`src/rtl/rr_arbiter_8.sv`:
```
// rr_arbiter_8: eight-way round-robin arbiter with a registered grant index,
// an explicit release handshake, withdrawal detection and a hold-time
// watchdog. Every grant is followed by at least one idle cycle, so the
// decoded enables downstream never switch channel back-to-back.
module rr_arbiter_8 #(
    parameter int MAX_HOLD = 16
) (
    input  logic       clk,
    input  logic       rst,
    input  logic [7:0] req,
    input  logic       rel,
    output logic [2:0] gnt_idx,
    output logic       gnt_valid,
    output logic       timeout
);

    localparam int HW = $clog2(MAX_HOLD + 1);
    localparam logic [HW-1:0] HOLD_LAST = HW'(MAX_HOLD - 1);

    typedef enum logic {
        IDLE  = 1'b0,
        GRANT = 1'b1
    } state_t;

    state_t          state_q, state_d;
    logic [2:0]      ptr_q, ptr_d;
    logic [HW-1:0]   hold_q, hold_d;
    logic [2:0]      idx_d;
    logic            valid_d;
    logic            timeout_d;

    logic [2:0]      winner;
    logic            found;
    logic [2:0]      cand;

    logic            exit_rel;
    logic            exit_wd;
    logic            exit_lim;

    // Search req starting at ptr and wrapping, first set bit wins.
    always_comb begin
        winner = ptr_q;
        found  = 1'b0;
        cand   = ptr_q;
        for (int i = 0; i < 8; i++) begin
            cand = ptr_q + i[2:0];
            if (!found && req[cand]) begin
                winner = cand;
                found  = 1'b1;
            end
        end
    end

    // Next-state and next-output logic; the registers below hold the result.
    always_comb begin
        state_d   = state_q;
        ptr_d     = ptr_q;
        hold_d    = hold_q;
        idx_d     = gnt_idx;
        valid_d   = gnt_valid;
        timeout_d = 1'b0;
        exit_rel  = rel;
        exit_wd   = !req[gnt_idx];
        exit_lim  = (hold_q == HOLD_LAST);

        case (state_q)
            IDLE: begin
                valid_d = 1'b0;
                if (found) begin
                    state_d = GRANT;
                    idx_d   = winner;
                    valid_d = 1'b1;
                    hold_d  = '0;
                    ptr_d   = winner + 3'd1;
                end
            end
            GRANT: begin
                if (exit_rel || exit_wd || exit_lim) begin
                    state_d   = IDLE;
                    valid_d   = 1'b0;
                    timeout_d = exit_lim && !exit_rel && !exit_wd;
                end else begin
                    hold_d = hold_q + HW'(1);
                end
            end
            default: begin
                state_d = IDLE;
                valid_d = 1'b0;
            end
        endcase
    end

    // State and output registers with synchronous reset.
    always_ff @(posedge clk) begin
        if (rst) begin
            state_q   <= IDLE;
            ptr_q     <= 3'd0;
            hold_q    <= '0;
            gnt_idx   <= 3'd0;
            gnt_valid <= 1'b0;
            timeout   <= 1'b0;
        end else begin
            state_q   <= state_d;
            ptr_q     <= ptr_d;
            hold_q    <= hold_d;
            gnt_idx   <= idx_d;
            gnt_valid <= valid_d;
            timeout   <= timeout_d;
        end
    end

endmodule

```
`config.mk`:
```
export PLATFORM = sky130hd
export DESIGN_NAME = rr_arbiter_8
export DESIGN_NICKNAME = d
export VERILOG_FILES = /design/src/rtl/rr_arbiter_8.sv
export SDC_FILE = /design/constraint.sdc
export NUM_CORES = 1
export LEC_CHECK = 0
export ABC_AREA = 1
export ABC_CLOCK_PERIOD_IN_PS = 2500
export CORE_MARGIN = 10
export CORE_UTILIZATION = 45
export CTS_CLUSTER_SIZE = 24
export DETAILED_ROUTE_END_ITERATION = 8
export MAX_ROUTING_LAYER = met4
export PLACE_DENSITY = 0.69
export SYNTH_ARGS = -nofsm -noshare
export SYNTH_HDL_FRONTEND = slang
export SYNTH_SLANG_ARGS = --single-unit
```
`constraint.sdc`:
```
create_clock -name clk -period 2.5 [get_ports clk]
set_input_delay 0.25 -clock clk [delete_from_list [all_inputs] [get_ports clk]]
set_output_delay 0.25 -clock clk [all_outputs]
set_load 0.005 [all_outputs]
```
After elaboration in Yosys (flattened, before gate mapping):

Index checks and enable logic that the tools add are counted.

* magnitude comparators: 9
* $add $sub $neg: 9
* equal/unequal tests: 4
* reductions and logical operators: 23
* bitwise operators: 2
* multiplexer cells: 41

Operators with widths (number)
* < comparator 3 x 4 -> 1 bit (second input constant): 9
* binary-select mux 1 bit (select 3 bit): 9
* two-way mux 3 bit: 7
* two-way mux 1 bit: 20
* adder 3 bit (second input constant): 4
* two-way mux 5 bit: 2
* one-hot mux 5 bit (2 select lines): 1
* logical AND 1 bit: 9
* zero test 1 bit: 9
* adder 3 x 1 -> 3 bit (second input constant): 2
* adder 3 x 2 -> 3 bit (second input constant): 2
* adder 5 x 1 -> 5 bit (second input constant): 1
* == test 5 x 4 -> 1 bit (second input constant): 1
* inequality test 2 bit (second input constant): 2
* one-hot mux 1 bit (2 select lines): 2
* AND reduction 2 bit: 2
* OR reduction 3 bit: 1
* logical OR 1 bit: 2
* inequality test 2 x 1 -> 1 bit (second input constant): 1
* inverter 1 bit: 2

* output and inout port bits: 5
* bits of input ports: 11
* flip-flop bits (word level): 14
* word-level logic and storage cells: 94

Longest topological paths before layout:

* word-level depth: 26
* gate-level depth with buffers: 21
* mapped depth without buffers: 20

Least setup slack after synthesis:

Ideal clock, no wire load.

* kind: register to register
* start: register ptr_q[1]
* end: register ptr_q[2]
* setup slack: -0.137 ns
* library setup time: 0.109 ns
* buffers on the path: 1
* arrival time: 2.528 ns
* required time: 2.391 ns
* stages on the path, launching flop included: 21
* clock period less this slack: 2.637 ns
* path through: dfxtp_1 -> buf_4 -> inv_2 -> ha_1 -> inv_2 -> nand3_1 -> nand3_1 -> nand2_2 -> nor2_4 -> nand4_4 -> nor2_4 -> nand2_1 -> o21ai_0 -> inv_1 -> a21boi_0 -> ha_1 -> inv_1 -> nand2_1 -> nand3_1 -> nand2_1 -> inv_1

* cells in the longest elaborated chain, start to end: 25
* elaborated cells on any way between the ends: 54
* classes of those cells: 8 x add/sub; 31 x mux; 15 x reduce/logical

RTL lines
* start, declared: RTL line 26 `logic [2:0] ptr_q, ptr_d;`
* start signal, assigned: RTL line 104 `ptr_q <= ptr_d;`
* branches (longest 23 deep; another with adder 3 x 1 -> 3 bit)
* two-way mux 3 bit *: RTL line 47 `if (!found && req[cand]) begin`
* net winner[1]: RTL line 32 `logic [2:0] winner;`
* adder 3 x 1 -> 3 bit *: RTL line 74 `ptr_d = winner + 3'd1;`

Mark *: on every way through the listed nets, which the timed path passes. The select of a mux whose other input is x is not followed.
A chain may end at the register's enable or synchronous reset.

Worst setup path after layout:

* start: register ptr_q[1]
* end: register hold_q[3]

* cells in the longest elaborated chain, start to end: 26
* elaborated cells on any way between the ends: 47
* classes of those cells: 7 x add/sub; 1 x eq/ne; 24 x mux; 15 x reduce/logical

RTL lines
* branches (longest 23 deep; another with adder 3 x 1 -> 3 bit)
* two-way mux 1 bit *: RTL line 47
* inequality test 2 bit (no line) *
* AND reduction 2 bit (no line) *
* end signal, assigned: RTL line 105 `hold_q <= hold_d;`
* end, declared: RTL line 27 `logic [HW-1:0] hold_q, hold_d;`

Mark *: on every way between the ends. The select of a mux whose other input is x is not followed.

==> results_dict.tcl <==
set metrics [dict create \
    synth_largest_type_area_fraction 0.2020 \
    vdd_drop_max_mv 0.6363 \
    synth_most_common_cell "sky130_fd_sc_hd__nand2_1" \
    setup.worst_path.end "hold_q[3]" \
    gr-usage-all-layers 0.1312 \
    cts-htree-levels 1 \
    syn_area_per_cell_um2 6.484 \
    grt_setup_unrepaired "true" \
    clk_transition_reported_paths_ns 0.09 \
    synth_async_sr_flop_share 0 \
    number_of_synthesized_flops_with_an_enable_pin 0 \
    hold_path_class "reg -> reg" \
    p_per_area_nw_per_um2 1328 \
    critical_path_required_ns 2.68 \
    hpwlAfterDp_um 2829 \
    n_fill_cell 259 \
    drt_first_pass_iters 4 \
    ys_seq_elements 14 \
    dr_wl_cell_um 12.88 \
    gp_congestion 0.8811 \
    regToRegSetupSlack_ns 0.02 \
    clock_latency_ns 0.28 \
    crit_path_end_kind "flip-flop" \
    grt_antenna_before_repair 0 \
    synth_common_cells "sky130_fd_sc_hd__nand2_1 (56), sky130_fd_sc_hd__nand3_1 (35), sky130_fd_sc_hd__inv_1 (19)" \
    post_synth_inst_count 214 \
    die-area_um2 5705 \
    die_h_um 75.53 \
    tritoncts_num_sinks 14 \
    critical_path_class "reg -> reg" \
    hold_violations 0 \
    timing.hold.ws_ns 0.4907 \
    crit_start "ptr_q[1]" \
    effective_utilization_at_floorplan 0.4621 \
    syn_to_final_growth_pct 37.24 \
    pre_cts_slack_ns -0.09818 \
    timing.critical_path.slowest_cell_delay_ns 0.37 \
    max_cap_violations 0 \
    fin_worst_skew_ns 0.007430 \
    syn-cell-area_um2 1388 \
    synth_fp_nets 230 \
    grt_pass1_wl_um 5878 \
    synth.largest_area_cell "sky130_fd_sc_hd__dfxtp_1" \
    final_net_count 272 \
    worst_slew_margin_rel 0.7297 \
    netlist-cell-type-count 35 \
    cts_inserted_buffers 3 \
    timing_worst_slew_pin_value_ns 0.4042 \
    cts_buffer_depth 2 \
    reg2reg_path_depth 19 \
    setup_failing_eps_final 0 \
    reg2reg_launch_point "ptr_q[1]" \
    grt_max_degree 12 \
    min_clock_period_post_route_ns 2.475 \
    hold_buffers 0 \
    worst_ep_arrival_time_ns 2.66 \
    synth-seq-area-share 0.2020 \
    cell_by_cell_listing_of_the_critical_path "inv_2 > ha_4 > inv_6 > nand3_4 > nand3_2 > nand2_2 > nor2_4 > nand4_4 > nor2_4 > buf_4 > buf_4 > nand3_2 > inv_2 > nor2_4 > nor2_4 > inv_2 > nand2_1 > xor2_1 > nor2_1" \
    tns_ns 0 \
    final-max-slew-violation-count 0 \
    final.setup.worst_slack_ns 0.02495 \
    routed_wirelength_um 3710 \
    final.period_utilization 0.9900 \
    boundaryPins 16 \
    n_antenna_cell 0 \
    clockRootBuffer "sky130_fd_sc_hd__clkbuf_4" \
    crit_path_top_delay_cell "sky130_fd_sc_hd__dfxtp_2" \
    antenna_violating_nets_post_route 0 \
    fp_rows 20 \
    synth.top_cells.by_area "sky130_fd_sc_hd__dfxtp_1 (20%), sky130_fd_sc_hd__nand2_1 (15%), sky130_fd_sc_hd__nand3_1 (13%)" \
    run_status "finished clean" \
    buffer_ports.inserted 15 \
    cts_tree "yes" \
    worst-path-max-fanout 6 \
    gr-total-overflow 0 \
    drt_first_iter_violations 78 \
    maxClockFrequency_mhz 404.0 \
    cp_common_cell "sky130_fd_sc_hd__nor2_4" \
    power.leakage_uw 0.0008280 \
    finalPower_uw 2529 \
    proportion_of_layout_cells_with_a_drive_suffix_above_1 0.3098 \
    number_of_global_route_vias_before_repair 1315 \
    yosysWarnings 0 \
    route.detailed.drc 0 \
    detail_route.vias_per_cell 5.111 \
    die_w_um 75.53 \
    startpoint_type "flip-flop" \
    synth-main-ff-cell "sky130_fd_sc_hd__dfxtp_1" \
    core_area_um2 3003 \
    vias 1472 \
    crit-reg2reg-capture "hold_q[3]" \
]
-- stage by stage --
step                      area (µm²)    util  std cells
after global routing            1904  0.6342        288
after CTS                       1765  0.5879        283
after global placement          1724  0.5742        279
after detailed placement        1724  0.5742        279
after floorplan                 1404       -        214
final                           1904  0.6342        288
-- logic make-up after synthesis --
group | Yosys count | share of synthesized area
flops | 14 | 0.2020
buf+inv | 33 | 0.1091
fa+ha+maj | 5 | 0.04509
simple gates | 127 | 0.4527
xor+xnor | 7 | 0.06854
compound gates | 28 | 0.1226
-- placed cells by master, fill, tap and decap left out, types with 2 or more instances in the layout --
| master | instances |
|---|---|
| sky130_fd_sc_hd__buf_4 | 25 |
| sky130_fd_sc_hd__ha_1 | 3 |
| sky130_fd_sc_hd__xor2_2 | 2 |
| sky130_fd_sc_hd__nor2_2 | 2 |
| sky130_fd_sc_hd__a21oi_2 | 2 |
| sky130_fd_sc_hd__nand3_1 | 28 |
| sky130_fd_sc_hd__nand3_4 | 3 |
| sky130_fd_sc_hd__clkdlybuf4s50_1 | 15 |
| sky130_fd_sc_hd__nand2_1 | 54 |
| sky130_fd_sc_hd__o21a_1 | 2 |
| sky130_fd_sc_hd__nor2_4 | 5 |
| sky130_fd_sc_hd__nand4_1 | 3 |
| sky130_fd_sc_hd__inv_6 | 2 |
| sky130_fd_sc_hd__nor2_1 | 13 |
| sky130_fd_sc_hd__inv_1 | 19 |
| sky130_fd_sc_hd__o221ai_1 | 2 |
| sky130_fd_sc_hd__a21oi_1 | 3 |
| sky130_fd_sc_hd__o211ai_1 | 3 |
| sky130_fd_sc_hd__xnor2_1 | 2 |
| sky130_fd_sc_hd__inv_2 | 8 |
| sky130_fd_sc_hd__dfxtp_1 | 12 |
| sky130_fd_sc_hd__o21ai_1 | 3 |
| sky130_fd_sc_hd__clkbuf_4 | 3 |
| sky130_fd_sc_hd__o21ai_0 | 7 |
| sky130_fd_sc_hd__nand3_2 | 7 |
| sky130_fd_sc_hd__nand2_2 | 6 |
-- registers in the layout, summed over array words and instances (netlist names) --
| name | cells |
|---|---|
| hold_q | 5 |
| gnt_valid | 1 |
| state_q | 1 |
| timeout | 1 |
| ptr_q | 3 |
| gnt_idx | 3 |
-- metal layers --
metal / routed length (µm) / part of all wire / vias to the layer above / global-route usage
met4: 15 / 0.0040 / 0 / 0.01237
met1: 1834 / 0.49 / 656 / 0.1842
met3: 117 / 0.032 / 4 / 0.01432
met2: 1743 / 0.47 / 26 / 0.2040
li1: - / - / 786 / -
met5: 0 / 0 / - / -
-- what timing repair did --
| action | in CTS | in global routing |
|---|---|---|
| pin swaps | 1 | 13 |
| buffers inserted | 0 | 5 |
| setup endpoints to repair | 2 | 4 |
| resized for setup | 3 | 25 |
-- power breakdown --
part	internal (µW)	switching (µW)
sequential	271	42.5
combinational	891	1160
clock	88.6	75.8
-- critical path, delay by kind of cell, from the launching register on --
| family | cells | cell delay (ns) |
|---|---|---|
| xor gates and xnor gates | 1 | 0.14 |
| buffers and inverters | 6 | 0.50 |
| and+or+nand+nor | 11 | 1.07 |
| adders and majority gates | 1 | 0.28 |
| DFF | 1 | 0.37 |
-- final cells by class --
class | count | area, µm² | area share
clock buffers | 4 | 36.28 | 0.01905
inverters | 29 | 118.9 | 0.06242
multi-input cells | 167 | 1065 | 0.5591
flip-flops and latches | 14 | 285.3 | 0.1498
well taps | 33 | 41.29 | 0.02168
repair buffers | 41 | 357.8 | 0.1879
-- worst min-delay path by stage --
stage	startpoint	end	depth (start not counted)	slack (ns)
2_1_floorplan	hold_q[4]	hold_q[4]	2	0.44
3_3_place_gp	hold_q[4]	hold_q[4]	2	0.46
3_5_place_dp	hold_q[4]	hold_q[4]	2	0.46
4_1_cts	hold_q[4]	hold_q[4]	2	0.47
5_1_grt	gnt_valid	gnt_valid	1	0.51
6_report	gnt_valid	gnt_valid	1	0.49
No activity file was read; power rests on OpenSTA's default activity.
